<file path="config.mk">
export PLATFORM = sky130hd
export DESIGN_NAME = aes_sbox_pipe
export DESIGN_NICKNAME = d
export VERILOG_FILES = /design/src/rtl/aes_sbox_pipe.sv
export SDC_FILE = /design/constraint.sdc
export NUM_CORES = 1
export LEC_CHECK = 0
export CAP_MARGIN = 20
export CORE_ASPECT_RATIO = 1.5
export CORE_MARGIN = 8
export CORE_UTILIZATION = 57
export CTS_BUF_LIST = sky130_fd_sc_hd__clkbuf_4 sky130_fd_sc_hd__clkbuf_8
export DETAILED_ROUTE_END_ITERATION = 7
export GPL_TIMING_DRIVEN = 1
export HOLD_SLACK_MARGIN = 0.15
export PLACE_DENSITY_LB_ADDON = 0.1
export SYNTH_ARGS = -nofsm -noshare
export SYNTH_HDL_FRONTEND = slang
export SYNTH_SLANG_ARGS = --single-unit
export TNS_END_PERCENT = 30
</file>
<file path="constraint.sdc">
create_clock -name clk -period 2.88 [get_ports clk]
set_clock_uncertainty 0.15 [all_clocks]
set_input_delay 0.432 -clock clk [delete_from_list [all_inputs] [get_ports clk]]
set_output_delay 0.432 -clock clk [all_outputs]
set_load 0.02 [all_outputs]
</file>
<file path="src/rtl/aes_sbox_pipe.sv">
// aes_sbox_pipe: 3-stage valid/ready AES SubBytes/InvSubBytes unit using tower-field GF(2^8) inversion
module aes_sbox_pipe #(
  parameter int LANES = 4
) (
  input  logic               clk,
  input  logic               rst_n,
  input  logic               in_valid,
  output logic               in_ready,
  input  logic               in_mode,
  input  logic [8*LANES-1:0] in_data,
  output logic               out_valid,
  input  logic               out_ready,
  output logic               out_mode,
  output logic [8*LANES-1:0] out_data
);
  function automatic logic [1:0] gf4_mul(input logic [1:0] a, input logic [1:0] b);
    return {(a[1] & b[1]) ^ (a[1] & b[0]) ^ (a[0] & b[1]), (a[1] & b[1]) ^ (a[0] & b[0])};
  endfunction
  function automatic logic [1:0] gf4_scl(input logic [1:0] a);
    return {a[1] ^ a[0], a[1]};
  endfunction
  function automatic logic [1:0] gf4_sq_scl(input logic [1:0] a);
    return {a[0], a[1]};
  endfunction
  function automatic logic [1:0] gf4_inv(input logic [1:0] a);
    return {a[1], a[1] ^ a[0]};
  endfunction
  function automatic logic [3:0] gf16_mul(input logic [3:0] a, input logic [3:0] b);
    logic [1:0] p;
    p = gf4_mul(a[1:0], b[1:0]);
    return {gf4_mul(a[3:2] ^ a[1:0], b[3:2] ^ b[1:0]) ^ p, gf4_scl(gf4_mul(a[3:2], b[3:2])) ^ p};
  endfunction
  function automatic logic [3:0] gf16_inv(input logic [3:0] a);
    logic [1:0] di;
    di = gf4_inv(gf4_sq_scl(a[3:2]) ^ gf4_mul(a[1:0], a[3:2] ^ a[1:0]));
    return {gf4_mul(a[3:2], di), gf4_mul(a[3:2] ^ a[1:0], di)};
  endfunction
  // Top-level constant: any GF(16) element outside the image of y^2+y keeps Y^2+Y+nu irreducible.
  function automatic logic [3:0] find_nu();
    logic [15:0] hit;
    logic [3:0]  r;
    hit = '0;
    r = '0;
    for (int y = 0; y < 16; y++) hit[gf16_mul(4'(y), 4'(y)) ^ 4'(y)] = 1'b1;
    for (int n = 15; n > 0; n--) if (!hit[n]) r = 4'(n);
    return r;
  endfunction
  localparam logic [3:0] NU = find_nu();
  function automatic logic [3:0] gf16_sq_scl(input logic [3:0] a);
    return gf16_mul(NU, gf16_mul(a, a));
  endfunction
  function automatic logic [7:0] gf256_mul(input logic [7:0] a, input logic [7:0] b);
    logic [3:0] e;
    e = gf16_mul(NU, gf16_mul(a[7:4] ^ a[3:0], b[7:4] ^ b[3:0]));
    return {gf16_mul(a[7:4], b[7:4]) ^ e, gf16_mul(a[3:0], b[3:0]) ^ e};
  endfunction
  function automatic logic [7:0] lin(input logic [63:0] m, input logic [7:0] x);
    logic [7:0] r;
    r = '0;
    for (int i = 0; i < 8; i++) r ^= x[i] ? m[8*i+:8] : 8'h00;
    return r;
  endfunction
  // Basis change: columns are powers of a tower-field root of x^8+x^4+x^3+x+1.
  function automatic logic [63:0] build_fwd();
    logic [7:0]  beta, x2, x4, x8;
    logic        found;
    logic [63:0] m;
    beta = '0;
    found = 1'b0;
    for (int c = 2; c < 256 && !found; c++) begin
      x2 = gf256_mul(8'(c), 8'(c));
      x4 = gf256_mul(x2, x2);
      x8 = gf256_mul(x4, x4);
      if ((x8 ^ x4 ^ gf256_mul(x2, 8'(c)) ^ 8'(c) ^ 8'h11) == 8'h00) begin
        beta = 8'(c);
        found = 1'b1;
      end
    end
    m = '0;
    m[7:0] = 8'h11;
    for (int i = 1; i < 8; i++) m[8*i+:8] = gf256_mul(m[8*(i-1)+:8], beta);
    return m;
  endfunction
  function automatic logic [63:0] build_inv(input logic [63:0] f);
    logic [63:0] m;
    logic [7:0]  t;
    m = '0;
    for (int s = 0; s < 256; s++) begin
      t = lin(f, 8'(s));
      for (int j = 0; j < 8; j++) if (t == 8'(1 << j)) m[8*j+:8] = 8'(s);
    end
    return m;
  endfunction
  localparam logic [63:0] TO_T = build_fwd();
  localparam logic [63:0] TO_S = build_inv(TO_T);
  function automatic logic [7:0] aff(input logic [7:0] b);
    return b ^ {b[6:0], b[7]} ^ {b[5:0], b[7:6]} ^ {b[4:0], b[7:5]} ^ {b[3:0], b[7:4]} ^ 8'h63;
  endfunction
  function automatic logic [7:0] inv_aff(input logic [7:0] y);
    return {y[6:0], y[7]} ^ {y[4:0], y[7:5]} ^ {y[1:0], y[7:2]} ^ 8'h05;
  endfunction
  logic                 s1_v_q, s1_m_q, s2_v_q, s2_m_q, out_v_q, out_m_q;
  logic [8*LANES-1:0]   s1_hl_q, s1_hl_d, s2_hl_q, out_q, out_d;
  logic [4*LANES-1:0]   s1_d_q, s1_d_d, s2_inv_q, s2_inv_d;
  logic                 en1, en2, en3;
  // Backpressure chain: a stage may load when it is empty or its contents move on this cycle.
  always_comb begin
    en3 = !out_v_q | out_ready;
    en2 = !s2_v_q | en3;
    en1 = !s1_v_q | en2;
  end
  // Per-lane datapath: S1 basis map + norm, S2 GF(16) inverse, S3 recombine + back-map + affine.
  always_comb begin
    logic [7:0] t, b;
    t = '0;
    b = '0;
    s1_hl_d = '0;
    s1_d_d = '0;
    s2_inv_d = '0;
    out_d = '0;
    for (int i = 0; i < LANES; i++) begin
      t = lin(TO_T, in_mode ? inv_aff(in_data[8*i+:8]) : in_data[8*i+:8]);
      s1_hl_d[8*i+:8] = t;
      s1_d_d[4*i+:4] = gf16_sq_scl(t[7:4] ^ t[3:0]) ^ gf16_mul(t[7:4], t[3:0]);
      s2_inv_d[4*i+:4] = gf16_inv(s1_d_q[4*i+:4]);
      b = lin(TO_S, {gf16_mul(s2_inv_q[4*i+:4], s2_hl_q[8*i+:4]), gf16_mul(s2_inv_q[4*i+:4], s2_hl_q[8*i+4+:4])});
      out_d[8*i+:8] = s2_m_q ? b : aff(b);
    end
  end
  // Pipeline registers; data only moves alongside a valid word so stalled outputs hold.
  always_ff @(posedge clk or negedge rst_n) begin
    if (!rst_n) begin
      s1_v_q <= 1'b0;
      s1_m_q <= 1'b0;
      s1_hl_q <= '0;
      s1_d_q <= '0;
      s2_v_q <= 1'b0;
      s2_m_q <= 1'b0;
      s2_hl_q <= '0;
      s2_inv_q <= '0;
      out_v_q <= 1'b0;
      out_m_q <= 1'b0;
      out_q <= '0;
    end else begin
      if (en1) s1_v_q <= in_valid;
      if (en2) s2_v_q <= s1_v_q;
      if (en3) out_v_q <= s2_v_q;
      if (en1 & in_valid) begin
        s1_m_q <= in_mode;
        s1_hl_q <= s1_hl_d;
        s1_d_q <= s1_d_d;
      end
      if (en2 & s1_v_q) begin
        s2_m_q <= s1_m_q;
        s2_hl_q <= s1_hl_q;
        s2_inv_q <= s2_inv_d;
      end
      if (en3 & s2_v_q) begin
        out_m_q <= s2_m_q;
        out_q <= out_d;
      end
    end
  end
  assign in_ready = en1;
  assign out_valid = out_v_q;
  assign out_mode = out_m_q;
  assign out_data = out_q;
endmodule

</file>
; ---- After elaboration in Yosys (flattened, before gate mapping)
; Cells that the tools add are included.
[word_totals]
register_bits = 134
in_bits = 37
output_inout_bits = 35
elab_cells = 672
[classes]
mux = 72
bitwise = 586
reduce_logical = 3
[ops]
columns = cell, count
row1 = $xor 8x8->8, 50
row2 = $mux 8, 40
row3 = $xor 1x1->1, 212
row4 = $and 1x1->1, 207
row5 = $xor 2x2->2, 68
row6 = $xor 8x7->8, 12
row7 = $mux 7, 12
row8 = $mux 5, 12
row9 = $xor 8x5->8, 6
row10 = $xor 4x4->4, 8
row11 = $xor 6x8->8, 4
row12 = $mux 6, 4
row13 = $xor 5x6->6, 4
row14 = $xor 5x3->5, 4
row15 = $not 4->4, 4
row16 = $mux 3, 4
row17 = $not 2->2, 4
row18 = $logic_not 1->1, 3
row19 = $or 1x1->1, 3

; ---- Logic depth before layout (Yosys ltp)
; Gate-level depths: netlist of the first run.
[depth]
ltp_word = 21
ltp_mapped = 17
mapped_depth_nobuf = 13

; ---- Worst setup path after synthesis of the first run
; OpenSTA, ideal clock, no wires.
[synth_path]
path_kind = input to register
from = input port in_data[0]
to = register s1_d_q[2]
setup_time_ns = 0.133
arrival_time_ns = 3.429
required_time_ns = 2.597
path_slack_ns = -0.832
cell_stages = 14
n_path_buf = 1
cell_sequence = clkbuf_1 > xor3_1 > a21boi_2 > xnor2_2 > xor2_1 > inv_2 > xnor2_1 > ha_1 > xor2_1 > xnor2_1 > xnor2_1 > xnor2_1 > xnor2_1 > o21ai_1
[synth_via]
elab_cells_between_ends = 40
classes_between = mux: 5 / bitwise: 35
[synth_rtl]
columns = item, line
row1 = "start, declared", 10  ; input logic [8*LANES-1:0] in_data,
row2 = $xor 8x8->8 * (2 in series), 100  ; return {y[6:0], y[7]} ^ {y[4:0], y[7:5]} ^ {y[1:0], y[7:2]} ^ 8'h05;
row3 = $mux 8 *, 122  ; t = lin(TO_T, in_mode ? inv_aff(in_data[8*i+:8]) : in_data[8*i+:8]);
row4 = $mux 8 *, 60  ; for (int i = 0; i < 8; i++) r ^= x[i] ? m[8*i+:8] : 8'h00;
row5 = $xor 6x8->8 *, 60
row6 = $xor 8x8->8 *, 60
row7 = $xor 8x7->8 * (3 in series), 60
row8 = net s1_hl_d[3], 103  ; logic [8*LANES-1:0] s1_hl_q, s1_hl_d, s2_hl_q, out_q, out_d;
row9 = $xor 4x4->4, 124  ; s1_d_d[4*i+:4] = gf16_sq_scl(t[7:4] ^ t[3:0]) ^ gf16_mul(t[7:4], t[3:0]);
row10 = $xor 2x2->2 or $and 1x1->1 (tied branches), "31, 17"
row11 = $and 1x1->1 or $xor 1x1->1 (tied branches), 17  ; return {(a[1] & b[1]) ^ (a[1] & b[0]) ^ (a[0] & b[1]), (a[1] & b[1]) ^ (a[0] & b[0])};
row12 = $xor 1x1->1, 17
row13 = $xor 1x1->1 (on tied branches), "17, 20"
row14 = $xor 2x2->2 (2 in series), 31  ; return {gf4_mul(a[3:2] ^ a[1:0], b[3:2] ^ b[1:0]) ^ p, gf4_scl(gf4_mul(a[3:2], b[3:2])) ^ p};
row15 = $xor 4x4->4 *, 124
row16 = "end signal, assigned", 136  ; s1_d_q <= '0;
row17 = "end signal, assigned", 151  ; s1_d_q <= s1_d_d;
row18 = "end, declared", 104  ; logic [4*LANES-1:0] s1_d_q, s1_d_d, s2_inv_q, s2_inv_d;
; Mark *: on every way through the listed nets, which the timed path passes. The rest lies on a longest branch.
; A chain may end at the register's enable or synchronous reset.

; ---- Worst setup path in the final report of the first run
[layout_path]
from = input port in_data[30]
to = register s1_d_q[14]
[layout_via]
elab_chain_cells = 19
elab_cells_between_ends = 40
classes_between = mux: 5 / bitwise: 35
[layout_rtl]
columns = item, line
row1 = $xor 8x8->8 * (2 in series), 100
row2 = $mux 8 *, 122
row3 = $mux 3, 60
row4 = $xor 5x3->5, 60
row5 = $xor 5x6->6, 60
row6 = $xor 6x8->8, 60
row7 = $xor 8x8->8, 60
row8 = $xor 8x7->8 (2 in series), 60
row9 = $xor 8x7->8 *, 60
row10 = net s1_hl_d[26], 103
row11 = $xor 4x4->4, 124
row12 = $xor 2x2->2 or $and 1x1->1 (tied branches), "31, 17"
row13 = $and 1x1->1 or $xor 1x1->1 (tied branches), 17
row14 = $xor 1x1->1, 17
row15 = $xor 1x1->1 (on tied branches), "17, 20"
row16 = $xor 2x2->2 (2 in series), 31
row17 = $xor 4x4->4 *, 124
; Marked as above.

==> results of run 1 <==
[area by class of cell]
cell class | count | area (um^2) | area share
Multi-Input combinational cell | 1097 | 9403 | 0.5781
Inverter | 33 | 123.9 | 0.007615
Tap cell | 272 | 340.3 | 0.02092
Timing Repair Buffer | 312 | 2615 | 0.1608
Clock buffer | 19 | 249.0 | 0.01531
Sequential cell | 134 | 3363 | 0.2068
Clock inverter | 13 | 171.4 | 0.01054
[worst reg2reg max path, delay by kind of cell, from the launching register on]
family                    cells  cell delay, ns
AOI/OAI and AO/OA             1            0.32
muxes                         2            0.61
xor gates and xnor gates      4            1.14
DFF                           1            0.45
[synth_stat cells (8+ instances only)]
cell	n
buf_2	9
dfrtp_1	134
ha_1	28
mux2i_1	42
nor3_1	8
clkbuf_1	70
mux2_2	79
xnor3_1	19
xnor2_1	230
nor2_1	77
nor2b_1	17
nand2_1	153
a21oi_1	43
nand3_1	14
xor2_1	85
a22oi_1	17
o21ai_1	29
xor3_1	32
nand2b_1	41
inv_1	29
o21ai_0	94
[stage by stage]
step / worst slack, ns / hold slack (ns) / instances / setup TNS, ns
finish: -0.09353 / 0.3226 / 1880 / -0.3416
global route: -0.1882 / 0.3601 / 1880 / -1.515
CTS: -0.01037 / 0.3349 / 1857 / -0.01884
detailed placement: -1.019 / 0.3040 / 1791 / -14.73
global placement: -0.9374 / 0.2967 / 1791 / -13.24
floorplan: -0.5647 / -0.01359 / 1353 / -7.047
[cell families after synthesis]
family	Yosys count
multiplexers	128
AO/OA/AOI/OAI	225
flip-flops	134
XOR/XNOR	376
buffers and inverters	122
AND/OR/NAND/NOR	338
adder cells (fa/ha/maj)	30
[worst min path at each step]
stage / endpoint / slack, ns / cells past startpoint
2_1_floorplan: out_data[0] / -0.01 / 0
3_3_place_gp: out_data[4] / 0.30 / 1
3_5_place_dp: out_data[4] / 0.30 / 1
4_1_cts: out_data[10] / 0.33 / 2
5_1_grt: out_data[16] / 0.36 / 2
6_report: out_data[10] / 0.32 / 2
[registers in the layout (all words and copies together) (netlist names), 16 cells and up]
name / cells
s2_inv_q: 16
s1_d_q: 16
s1_hl_q: 32
out_data: 32
s2_hl_q: 32
[layer usage]
layer | part of all wire | track usage
met5 | 0 | 0
met4 | 0.015 | 0.05412
met3 | 0.028 | 0.02816
met2 | 0.52 | 0.3347
met1 | 0.43 | 0.2268
[repair_timing]
action,CTS,global route
hold buffers,1,0
buffers inserted,33,24
pin swaps,88,65
hold endpoints to repair,35,0
gates resized for setup,128,74
endpoints found under the setup margin,17,31
==> impl_metrics.ini, run 1 <==
[status]
status = finished, violations left
violations = negative setup slack

[yosys]
yosysTopAreaCellShare = 0.2653
ys_warn_count = 0
yosysSeqAreaShare = 0.2653
yosys.area_share.simple = 0.1214
synth.area.top_cells = dfrtp_1 (27%), xnor2_1 (16%), mux2_2 (7.0%)
synth_fp_nets = 1418
synthMuxAreaShare = 0.1132
ys_types = 67
synth_top_family_by_area = XOR/XNOR gates
syn_avg_cell_area_um2 = 9.340
yosys.area.top_type = dfrtp_1
synth-seq-cells = 134
synth_fa_ha_area_frac = 0.02941
synth-compound-area-share = 0.1036
synth_area_um2 = 12640
synth_edf_count = 0
synthArstFlopShare = 1.000
synth-xor-area-share = 0.3276
synth_ff_type = dfrtp_1
synthCells = 1353

[setup_path]
crit_family = XOR/XNOR gates
crit_path_end_kind = flip-flop
criticalPathCategory = primary input to flip-flop
cp-start-kind = primary input
r2r_start = s2_inv_q[5]
reg2reg_depth = 7
cp.depth = 12
worstSetupStartpoint = in_data[30]
crit_chain = buf_8, xor3_1, mux2i_4, xnor3_2, xnor2_4, buf_4, buf_4, buf_4, xnor2_1, a211oi_1, nor4b_1, or3b_1
crit_arrival_ns = 3.15
crit_required_ns = 3.06
reg2reg_slack_ns = 0.10
slowest_stage = xnor3_2
r2r-end = out_data[9]
cp_max_fo = 3
path_buf_inv = 4
crit_end = s1_d_q[14]
cp_common_cell = buf_4
critPathMaxStageDelay_ns = 0.45

[worst_hold_path]
hold_path.class = flip-flop to flip-flop
worstHoldStart = out_data[10]

[placed_design]
place_area_um2 = 14950
io_buffers = 71
gp_congestion = 0.8020
dp_hpwl_mm = 19.06

[clocking]
cts-root-buf = clkbuf_8
insertion_delay_ns = 0.45
clk_pin_slew_ns = 0.08
cts_tree = done
clk_path_buf_depth = 2
cts_max_level = 4
cts.sinks = 134
cts_made_buffers = 17

[timing]
min_period_ns = 2.974
setup_ws_ns = -0.09353
slew_violations = 0
maxClockFrequency_mhz = 336.3
tightest_slew_ns = 0.5433
report.final.hold_viol_count = 0
relSlewSlack = 0.6365
setup_viol = 7
fin_crit_sh = 1.032
rsz0062_at_grt = true

[layout]
final_util = 0.7489
finish.net_count = 1660
drive_above_1_share = 0.3053
mostFrequentLayoutCells = buf_4 (220), xnor2_1 (203), nand2_1 (150)
layout_commonest_cell = buf_4
nFillCells = 1549
design_area_um2 = 16270
area_growth_pct = 28.71
antennaDiodeCount = 0

[floorplan]
core-area_um2 = 21720
ios = 72
rows = 66
fp.dieArea_um2 = 27290
start_util = 0.5819
die_x_um = 137.6
die_h_um = 198.4

[grt]
antenna_found_initial = 0
grt_pass1_wl_mm = 42.80
grt_max_degree = 66
track_usage = 0.1878
grt_pass1_vias = 9486
grt-ovfl-total = 0

[drt]
via_per_inst = 5.165
vias = 9710
first_pass_iters = 4
drc = 0
ant_nets = 0
wl_mm = 25.87
drt_first_iter_violations = 389
wl_per_cell_um = 13.76

[flow_run]
drv_cap = 0
Power of run 1 is left out: the tool's default activity adds up to more than one toggle a clock period on the data nets, which glitch-free logic cannot reach.
==> run 2: changes to the inputs <==
Settings changed: GPL_ROUTABILITY_DRIVEN from default to 0.
==> results of run 2 <==
Final layout, timing and power as in run 1 (identical DEF).
Power of run 2 is left out for the same reason.
==> run 3: changes to the inputs <==
Settings changed: CORE_ASPECT_RATIO 1.5 to default, SETUP_SLACK_MARGIN from default to 0.3.
==> run 3 against run 2 <==
  * The flow still finishes with violations (negative setup slack)
  * Wire length increased by 14%
  * Final cell count rose by 2.9%
  * Maximum frequency grew 1.2%
  * Hold slack worse by 0.035 ns
  * Die area is 0.36% lower
  * Utilization grew 5.4 points
  * Sequential share of layout area shrank 1.3 points
==> impl_metrics.ini, run 3 (synthesized netlist as in run 1, its figures left out) <==
[grt]
antenna_found_initial = 0
grt_util_met3 = 0.02891
met1_usage = 0.2631
grt-ovfl-total = 0
track_usage = 0.2009
grt_max_degree = 46
grt_pass1_vias = 9527
grt.busiest_layer = met2
use_met2 = 0.3431
grt_pass1_wl_mm = 45.14

[drt]
vias = 10190
wl_mm = 29.37
first_pass_iters = 5
ant_nets = 0
wl_per_cell_um = 15.18
drt_first_iter_violations = 498
via_per_inst = 5.266
drc = 0

[layout]
drive_above_1_share = 0.4079
antennaDiodeCount = 0
layout_commonest_cell = buf_4
nFillCells = 1369
area_growth_pct = 38.60
multi_input_area_um2 = 10250
layout.area.seq_um2 = 3395
finish.net_count = 1707
design_area_um2 = 17520
mostFrequentLayoutCells = buf_4 (253), xnor2_1 (164), nand2_1 (147)

[worst_hold_path]
hold_path.class = primary input to async pin

[setup_path]
cp_common_cell = xnor2_1
crit_chain = buf_8, xor3_2, mux2i_4, xnor3_2, xnor2_4, inv_2, ha_4, xor2_1, xnor2_1, xnor2_1, nor2_1, o21ai_1, or3b_1
crit_arrival_ns = 3.13
critPathMaxStageDelay_ns = 0.51
criticalPathCategory = primary input to flip-flop
cp-start-kind = primary input
reg2reg_slack_ns = 0.11
crit_required_ns = 3.07
crit_path_end_kind = flip-flop
cp_max_fo = 3
slowest_stage = xnor3_2

[placed_design]
place_area_um2 = 15120
dp_slack_ns = -1.092
io_buffers = 71
dp_hpwl_mm = 20.08

[clocking]
clk_pin_slew_ns = 0.09
cts_tree = done
cts_max_level = 4
clk_path_buf_depth = 2
insertion_delay_ns = 0.47
cts.sinks = 134
cts_made_buffers = 17
cts-root-buf = clkbuf_8

[timing]
relSlewSlack = 0.5927
setup_ws_ns = -0.05768
min_period_ns = 2.938
report.final.hold_viol_count = 0
fin_crit_sh = 1.020
rsz0062_at_grt = true
holdWs_ns = 0.2879
maxClockFrequency_mhz = 340.4
setup_viol = 1
slew_violations = 0
setup_tns_ns = -0.05768
tightest_slew_ns = 0.6110

[floorplan]
die_x_um = 164.9
start_util = 0.5791
die_h_um = 164.9
fp.dieArea_um2 = 27190
ios = 72
rows = 54
core-area_um2 = 21820

[status]
violations = negative setup slack
status = finished, violations left

[flow_run]
drv_cap = 0
==> run 3: changes by cell type in the layout (fill, tap and decap cells not counted), sizes merged <==
cell / previous run / this run
dlygate4sd2: 2 / 3
bufinv: 3 / 1
inv: 38 / 40
buf: 260 / 308
clkbuf: 25 / 24
clkdlybuf4s50: 38 / 36
clkinvlp: 2 / 3
==> run 3: final cells by class <==
class	count	share of cell area
tap	280	0.02000
timing repair buffer	359	0.1722
multi-input combinational	1097	0.5850
clock buffer	18	0.01379
sequential	134	0.1938
clock inverter	14	0.008143
inverter	33	0.007072
==> run 3: final timing paths <==
kind                       cells after the start            to         start
max in group asynchronous                      3   out_data[1]         rst_n
max reg2reg                                   10   out_data[8]   s2_inv_q[5]
min reg2reg                                    2  out_data[10]  out_data[10]
min                                            2   out_data[2]         rst_n
max                                           13    s1_d_q[14]   in_data[24]
min in group clk                               2  out_data[10]  out_data[10]
==> run 3: worst max-delay path: cells and delay by family <==
family / cells / cell delay (ns)
xor gates and xnor gates: 6 / 1.70
and+or+nand+nor: 2 / 0.42
muxes: 1 / 0.17
adders and majority gates: 1 / 0.17
buffers and inverters: 2 / 0.14
AOI/OAI and AO/OA: 1 / 0.08
==> run 3: routing by layer <==
| layer | share of wire | vias up |
|---|---|---|
| met2 | 0.51 | 179 |
| met4 | 0.013 | 0 |
| met5 | 0 | - |
| li1 | - | 5113 |
| met1 | 0.45 | 4867 |
| met3 | 0.032 | 31 |
==> run 3: stage by stage <==
| stage | utilization | std cells |
|---|---|---|
| final | 0.8026 | 1935 |
| after global routing | 0.8026 | 1935 |
| after CTS | 0.7363 | 1885 |
| after detailed placement | 0.6926 | 1817 |
| after global placement | 0.6926 | 1817 |
| after floorplan | - | 1353 |
==> run 3: repair_timing <==
action / CTS / global route
setup endpoints to repair: 46 / 57
pin swaps: 111 / 146
hold buffers: 1 / 0
gates resized for setup: 174 / 235
hold endpoints to repair: 96 / 0
buffers inserted: 35 / 50
Power of run 3 is left out for the same reason.
